File: src/rtl/smoldvi_tmds_rx_lane_if.sv
// Purpose : receive-lane bus for smoldvi_tmds_rx_lane.
// Signals : din       - two serial bits per bit clock, din[0] earliest
//           sym_valid - one-cycle pulse per decoded symbol while locked
//           sym_raw   - aligned 10-bit symbol, bit 0 received first
//           is_ctrl   - sym_raw is a TMDS control symbol
//           ctrl      - control code {C1,C0}
//           data      - decoded data byte
//           locked    - symbol alignment acquired
//           offset    - current bit offset of the symbol window (0..9)
// Modports: master = the receive lane, slave = the consumer / stimulus side.
interface smoldvi_tmds_rx_lane_if;
    logic [1:0] din;
    logic       sym_valid;
    logic [9:0] sym_raw;
    logic       is_ctrl;
    logic [1:0] ctrl;
    logic [7:0] data;
    logic       locked;
    logic [3:0] offset;

    modport master (
        input  din,
        output sym_valid, sym_raw, is_ctrl, ctrl, data, locked, offset
    );

    modport slave (
        output din,
        input  sym_valid, sym_raw, is_ctrl, ctrl, data, locked, offset
    );
endinterface

File: src/rtl/smoldvi_tmds_rx_lane.sv
// Purpose : single-lane TMDS receiver. Shifts in 2 bits per clk_bit, hunts
//           for control symbols to find 10-bit alignment, then decodes each
//           symbol to a data byte or a control code.
// Ports   : clk_bit   - bit clock (5x pixel rate)
//           rst_n_bit - asynchronous active-low reset
//           bus       - smoldvi_tmds_rx_lane_if.master (din in, decoded out)
module smoldvi_tmds_rx_lane #(
    parameter int unsigned LOCK_COUNT = 8,
    parameter int unsigned MAX_GAP    = 1024
) (
    input  logic                          clk_bit,
    input  logic                          rst_n_bit,
    smoldvi_tmds_rx_lane_if.master        bus
);
    localparam int unsigned RUN_W = $clog2(LOCK_COUNT + 1);
    localparam int unsigned GAP_W = $clog2(MAX_GAP + 2);

    typedef enum logic {S_SEARCH = 1'b0, S_LOCKED = 1'b1} state_t;

    state_t             r_state, w_state_nxt;
    logic [19:0]        r_hist;
    logic [2:0]         r_phase;
    logic [3:0]         r_offset, w_offset_nxt;
    logic [RUN_W-1:0]   r_ctrl_run, w_ctrl_run_nxt, w_run_inc;
    logic [GAP_W-1:0]   r_gap_ctr, w_gap_ctr_nxt, w_gap_inc;
    logic               w_strobe, w_gap_over, w_valid_nxt;
    logic [9:0]         w_win;
    logic               w_is_ctrl;
    logic [1:0]         w_ctrl;
    logic [7:0]         w_data;

    logic               r_sym_valid, r_is_ctrl, r_locked;
    logic [9:0]         r_sym_raw;
    logic [1:0]         r_ctrl;
    logic [7:0]         r_data;

    // DVI 1.0 TMDS data decode
    function automatic logic [7:0] tmds_decode(input logic [9:0] q);
        logic [7:0] b;
        logic [7:0] d;
        b    = q[9] ? ~q[7:0] : q[7:0];
        d    = 8'd0;
        d[0] = b[0];
        for (int i = 1; i < 8; i++) begin
            d[i] = q[8] ? (b[i] ^ b[i-1]) : ~(b[i] ^ b[i-1]);
        end
        return d;
    endfunction

    assign w_strobe   = (r_phase == 3'd4);
    assign w_win      = 10'(r_hist >> r_offset);
    assign w_run_inc  = (r_ctrl_run == RUN_W'(LOCK_COUNT)) ? r_ctrl_run : r_ctrl_run + RUN_W'(1);
    assign w_gap_inc  = r_gap_ctr + GAP_W'(1);
    assign w_gap_over = (w_gap_inc > GAP_W'(MAX_GAP));
    assign w_data     = tmds_decode(w_win);

    // Control symbol classification
    always_comb begin
        w_is_ctrl = 1'b1;
        w_ctrl    = 2'd0;
        case (w_win)
            10'h354: w_ctrl = 2'd0;
            10'h0AB: w_ctrl = 2'd1;
            10'h154: w_ctrl = 2'd2;
            10'h2AB: w_ctrl = 2'd3;
            default: w_is_ctrl = 1'b0;
        endcase
    end

    // FSM state register
    always_ff @(posedge clk_bit or negedge rst_n_bit) begin
        if (!rst_n_bit) r_state <= S_SEARCH;
        else            r_state <= w_state_nxt;
    end

    // FSM next state: only strobes can move it
    always_comb begin
        w_state_nxt = r_state;
        if (w_strobe) begin
            case (r_state)
                S_SEARCH: if (w_is_ctrl && (w_run_inc == RUN_W'(LOCK_COUNT))) w_state_nxt = S_LOCKED;
                S_LOCKED: if (!w_is_ctrl && w_gap_over)                      w_state_nxt = S_SEARCH;
                default:  w_state_nxt = S_SEARCH;
            endcase
        end
    end

    // FSM outputs: counter/offset updates and symbol-valid decision
    always_comb begin
        w_ctrl_run_nxt = r_ctrl_run;
        w_gap_ctr_nxt  = r_gap_ctr;
        w_offset_nxt   = r_offset;
        w_valid_nxt    = 1'b0;
        if (w_strobe) begin
            case (r_state)
                S_SEARCH: begin
                    if (w_is_ctrl) begin
                        w_ctrl_run_nxt = w_run_inc;
                        if (w_run_inc == RUN_W'(LOCK_COUNT)) begin
                            w_gap_ctr_nxt = '0;
                            w_valid_nxt   = 1'b1;
                        end
                    end else begin
                        // slip one bit; symbols lost across the 9->0 wrap are dropped
                        w_ctrl_run_nxt = '0;
                        w_offset_nxt   = (r_offset == 4'd9) ? 4'd0 : r_offset + 4'd1;
                    end
                end
                S_LOCKED: begin
                    if (w_is_ctrl) begin
                        w_gap_ctr_nxt = '0;
                        w_valid_nxt   = 1'b1;
                    end else begin
                        w_gap_ctr_nxt = w_gap_inc;
                        if (w_gap_over) w_ctrl_run_nxt = '0;
                        else            w_valid_nxt    = 1'b1;
                    end
                end
                default: ;
            endcase
        end
    end

    // Datapath and output registers
    always_ff @(posedge clk_bit or negedge rst_n_bit) begin
        if (!rst_n_bit) begin
            r_hist      <= '0;
            r_phase     <= '0;
            r_offset    <= '0;
            r_ctrl_run  <= '0;
            r_gap_ctr   <= '0;
            r_sym_valid <= 1'b0;
            r_sym_raw   <= '0;
            r_is_ctrl   <= 1'b0;
            r_ctrl      <= '0;
            r_data      <= '0;
            r_locked    <= 1'b0;
        end else begin
            r_hist      <= {bus.din, r_hist[19:2]};
            r_phase     <= w_strobe ? 3'd0 : r_phase + 3'd1;
            r_offset    <= w_offset_nxt;
            r_ctrl_run  <= w_ctrl_run_nxt;
            r_gap_ctr   <= w_gap_ctr_nxt;
            r_sym_valid <= w_valid_nxt;
            r_locked    <= (w_state_nxt == S_LOCKED);
            if (w_strobe) begin
                r_sym_raw <= w_win;
                r_is_ctrl <= w_is_ctrl;
                r_ctrl    <= w_ctrl;
                r_data    <= w_data;
            end
        end
    end

    assign bus.sym_valid = r_sym_valid;
    assign bus.sym_raw   = r_sym_raw;
    assign bus.is_ctrl   = r_is_ctrl;
    assign bus.ctrl      = r_ctrl;
    assign bus.data      = r_data;
    assign bus.locked    = r_locked;
    assign bus.offset    = r_offset;
endmodule

File: src/flat_wrapper.sv
// flat-port wrapper written by rule: the top's interface ports become plain ports
module smoldvi_tmds_rx_lane_flat 
#(
    parameter int unsigned LOCK_COUNT = 8,
    parameter int unsigned MAX_GAP    = 1024
)
  (clk_bit, rst_n_bit, bus_din, bus_sym_valid, bus_sym_raw, bus_is_ctrl, bus_ctrl, bus_data, bus_locked, bus_offset);
  smoldvi_tmds_rx_lane_if bus_i ();
  input  logic clk_bit;
  input  logic rst_n_bit;
  input wire logic [$bits(bus_i.din)-1:0] bus_din;
  output wire logic [$bits(bus_i.sym_valid)-1:0] bus_sym_valid;
  output wire logic [$bits(bus_i.sym_raw)-1:0] bus_sym_raw;
  output wire logic [$bits(bus_i.is_ctrl)-1:0] bus_is_ctrl;
  output wire logic [$bits(bus_i.ctrl)-1:0] bus_ctrl;
  output wire logic [$bits(bus_i.data)-1:0] bus_data;
  output wire logic [$bits(bus_i.locked)-1:0] bus_locked;
  output wire logic [$bits(bus_i.offset)-1:0] bus_offset;
  assign bus_i.din = bus_din;
  assign bus_sym_valid = bus_i.sym_valid;
  assign bus_sym_raw = bus_i.sym_raw;
  assign bus_is_ctrl = bus_i.is_ctrl;
  assign bus_ctrl = bus_i.ctrl;
  assign bus_data = bus_i.data;
  assign bus_locked = bus_i.locked;
  assign bus_offset = bus_i.offset;
  smoldvi_tmds_rx_lane #(.LOCK_COUNT(LOCK_COUNT), .MAX_GAP(MAX_GAP)) u_core (.clk_bit(clk_bit), .rst_n_bit(rst_n_bit), .bus(bus_i));
endmodule
File: config.mk
export PLATFORM = sky130hd
export DESIGN_NAME = smoldvi_tmds_rx_lane_flat
export DESIGN_NICKNAME = d
export VERILOG_FILES = /design/src/rtl/smoldvi_tmds_rx_lane_if.sv /design/src/rtl/smoldvi_tmds_rx_lane.sv /design/src/flat_wrapper.sv
export SDC_FILE = /design/constraint.sdc
export NUM_CORES = 1
export LEC_CHECK = 0
export CAP_MARGIN = 20
export CORE_AREA = 3 3 140 101
export DETAILED_ROUTE_END_ITERATION = 10
export DIE_AREA = 0 0 143 104
export PLACE_DENSITY_LB_ADDON = 0.1
export SETUP_SLACK_MARGIN = 0.15
export SLEW_MARGIN = 25
export SYNTH_ARGS = -nofsm -noshare
export SYNTH_HDL_FRONTEND = slang
export SYNTH_SLANG_ARGS = --single-unit
File: constraint.sdc
create_clock -name clk_bit -period 3 [get_ports clk_bit]
set_clock_uncertainty 0.15 [all_clocks]
set_input_delay 0.6 -clock clk_bit [delete_from_list [all_inputs] [get_ports clk_bit]]
set_output_delay 0.6 -clock clk_bit [all_outputs]
set_load 0.01 [all_outputs]
==> reports/qor.csv <==
metric;value;unit
status;complete, but fails checks;
violations;setup timing;
wl;9910;um
layout_commonest_cell;dfrtp_1;
ys_ff_latch;65;
cp_max_fo;7;
core;13000;sq um
rsz0062_at_grt;yes;
antenna_found_initial;0;
cts_sinks;65;
tightest_slew;0.677;ns
drc;0;
grt_pass1_wl;16400;um
p_leak;0.00208;uW
avgSynthCellArea;10.6;sq um
place.gp.congestion;0.874;
grt_overflow_total;0;
netlist_instances;351;
end_kind;register;
synth.net_count;360;
maxCapViolCount;0;
vdd_drop_max;0.000253;V
maxSlewViolCount;0;
die_x;143;um
place_hpwl;7340;um
fp.dieH;104;um
grt_pass1_vias;2893;
placement.io_buffers;30;
seq_area_frac_synth;43.8;%
syn_to_final_growth;34.2;%
synth_area;3710;sq um
grt_max_degree;39;
vias;2960;
clockBufferDepth;2;
hold_path.class;primary input to async pin;
cts_made_buffers;9;
cts.reportedPaths.clkPinSlew;0.05;ns
die-area;14900;sq um
final-instance-count-excl-fill;597;
fin_crit_sh;105;%
rrSetupSlack;-0.16;ns
synth_edf_count;0;
hold_viol_final;0;
final_util;38.3;%
p_per_area;673;nW/um^2
layout_setup_ws;-0.157;ns
p_total;3350;uW
slew_headroom;54.9;%
grt.total_usage;14.0;%
firstDrtPassIters;5;
dp_cells;577;
fin_setup_tns;-2.10;ns
top_level_ports;31;
synth_top_flop_cell;dfrtp_1;
drive_gt1_share;28.5;%
r2r_start;u_core.bus.offset[1]$_DFFE_PN0P_;
initial_core_util;28.5;%
r2r_end;u_core.r_ctrl_run[1]$_DFFE_PN0P_;
drt_iter0_markers;181;
whs;0.157;ns
setup_viol_count_final;21;
r2r_cells;8;
final_cell_mix;63 x dfrtp_1, 45 x nand2_1, 45 x buf_4, 29 x clkdlybuf4s50_1, 18 x mux2i_1;
wire_per_inst;16.6;um
min_period;3.16;ns
via_per_inst;4.96;
worstSkewPairLatency;0.33;ns
drtAntennaViolNets;0;
final_net_count;435;
cp.arrival;3.26;ns
crit_type;register to register;
clock-root-buffer;clkbuf_16;
cts_tree;built;
async_flop_share;100;%
synth.distinct_cells;61;
ys_warn_count;0;
antenna_cells;0;
rows;35;
crit_required;3.10;ns
crit_path_start_kind;register;
htreeDepth;3;
holdBufCountCts;0;
fmax;0.317;GHz
## where the power goes
part / internal (uW) / switching, uW / total [uW]
clock network: 599 / 392 / 991
registers: 1020 / 94.0 / 1110
logic: 673 / 574 / 1250
## timing repair
action                     in CTS  in global routing
pin swaps                       1                  1
setup endpoints to repair      23                 25
setup buffers                   2                  1
resized for setup              11                  4
gates cloned                    1                  0
## logic make-up after synthesis
| group | after synthesis | synth area share, % |
|---|---|---|
| compound gates | 69 | 15.0 |
| xor+xnor | 16 | 3.78 |
| mux | 45 | 16.0 |
| simple gates | 113 | 14.9 |
| buf+inv | 38 | 4.75 |
| flops | 65 | 43.8 |
| fa+ha+maj | 5 | 1.69 |
## worst max path at each step
stage | startpoint | end | slack, ns | cells after the start
2_1_floorplan | u_core.bus.offset[1]$_DFFE_PN0P_ | u_core.bus.offset[1]$_DFFE_PN0P_ | -0.06 | 8
3_3_place_gp | u_core.bus.offset[3]$_DFFE_PN0P_ | u_core.r_ctrl_run[1]$_DFFE_PN0P_ | -0.23 | 8
3_5_place_dp | u_core.bus.offset[3]$_DFFE_PN0P_ | u_core.r_ctrl_run[1]$_DFFE_PN0P_ | -0.18 | 8
4_1_cts | u_core.bus.offset[1]$_DFFE_PN0P_ | u_core.r_gap_ctr[2]$_DFFE_PN0P_ | -0.14 | 8
5_1_grt | u_core.bus.offset[1]$_DFFE_PN0P_ | u_core.r_gap_ctr[2]$_DFFE_PN0P_ | -0.25 | 10
6_report | u_core.bus.offset[1]$_DFFE_PN0P_ | u_core.r_ctrl_run[1]$_DFFE_PN0P_ | -0.16 | 8
## per-layer routing
| layer | GRT usage, % | share of wire, % | vias to the layer above |
|---|---|---|---|
| li1 | - | - | 1444 |
| met1 | 23.1 | 55 | 1451 |
| met2 | 17.7 | 40 | 57 |
| met3 | 3.58 | 4.4 | 8 |
| met4 | 3.46 | 0.88 | 0 |
| met5 | 0 | 0 | - |
## registers in the layout (all words and copies together) (netlist names)
register / cells
u_core.r_hist: 20
u_core.r_gap_ctr: 11
u_core.bus.sym_raw: 10
u_core.bus.data: 8
u_core.bus.offset: 4
u_core.r_ctrl_run: 4
u_core.r_phase: 3
u_core.bus.ctrl: 2
u_core.bus.is_ctrl: 1
u_core.bus.sym_valid: 1
u_core.r_state: 1
## Yosys cell counts (7+ instances only)
cell type / count / area [sq um]
clkbuf_1: 9 / 33.8
o21ai_0: 16 / 80.1
xnor2_1: 7 / 61.3
nand4_1: 11 / 68.8
xor2_1: 9 / 78.8
inv_1: 17 / 63.8
mux4_2: 10 / 225
nor2_1: 14 / 52.6
nand2_1: 45 / 169
mux2i_1: 19 / 190
nand3_1: 15 / 75.1
dfrtp_1: 65 / 1630
mux2_2: 15 / 169
## through the flow
step | instance area (sq um) | setup WS, ns
after detailed placement | 4570 | -0.184
final | 4980 | -0.157
after CTS | 4950 | -0.141
after global placement | 4570 | -0.233
after global routing | 4980 | -0.248
after floorplan | 3740 | -0.0575
## critical path, cell delays in order (launching register included)
cell	delay (ns)
dfrtp_2	0.42
buf_12	0.13
mux4_2	0.55
mux4_2	0.50
or2_4	0.26
or4_4	0.49
buf_6	0.18
a41oi_4	0.27
o2bb2ai_1	0.14
## area by class of cell
class                      count  area [sq um]
clock buffer                  11           253
clock inverter                 5          30.0
fill                        1286          8030
inverter                      17          63.8
multi-input combinational    248          1970
sequential                    65          1630
tap                          166           208
timing repair buffer          85           823
(Power assumes the default switching activity.)
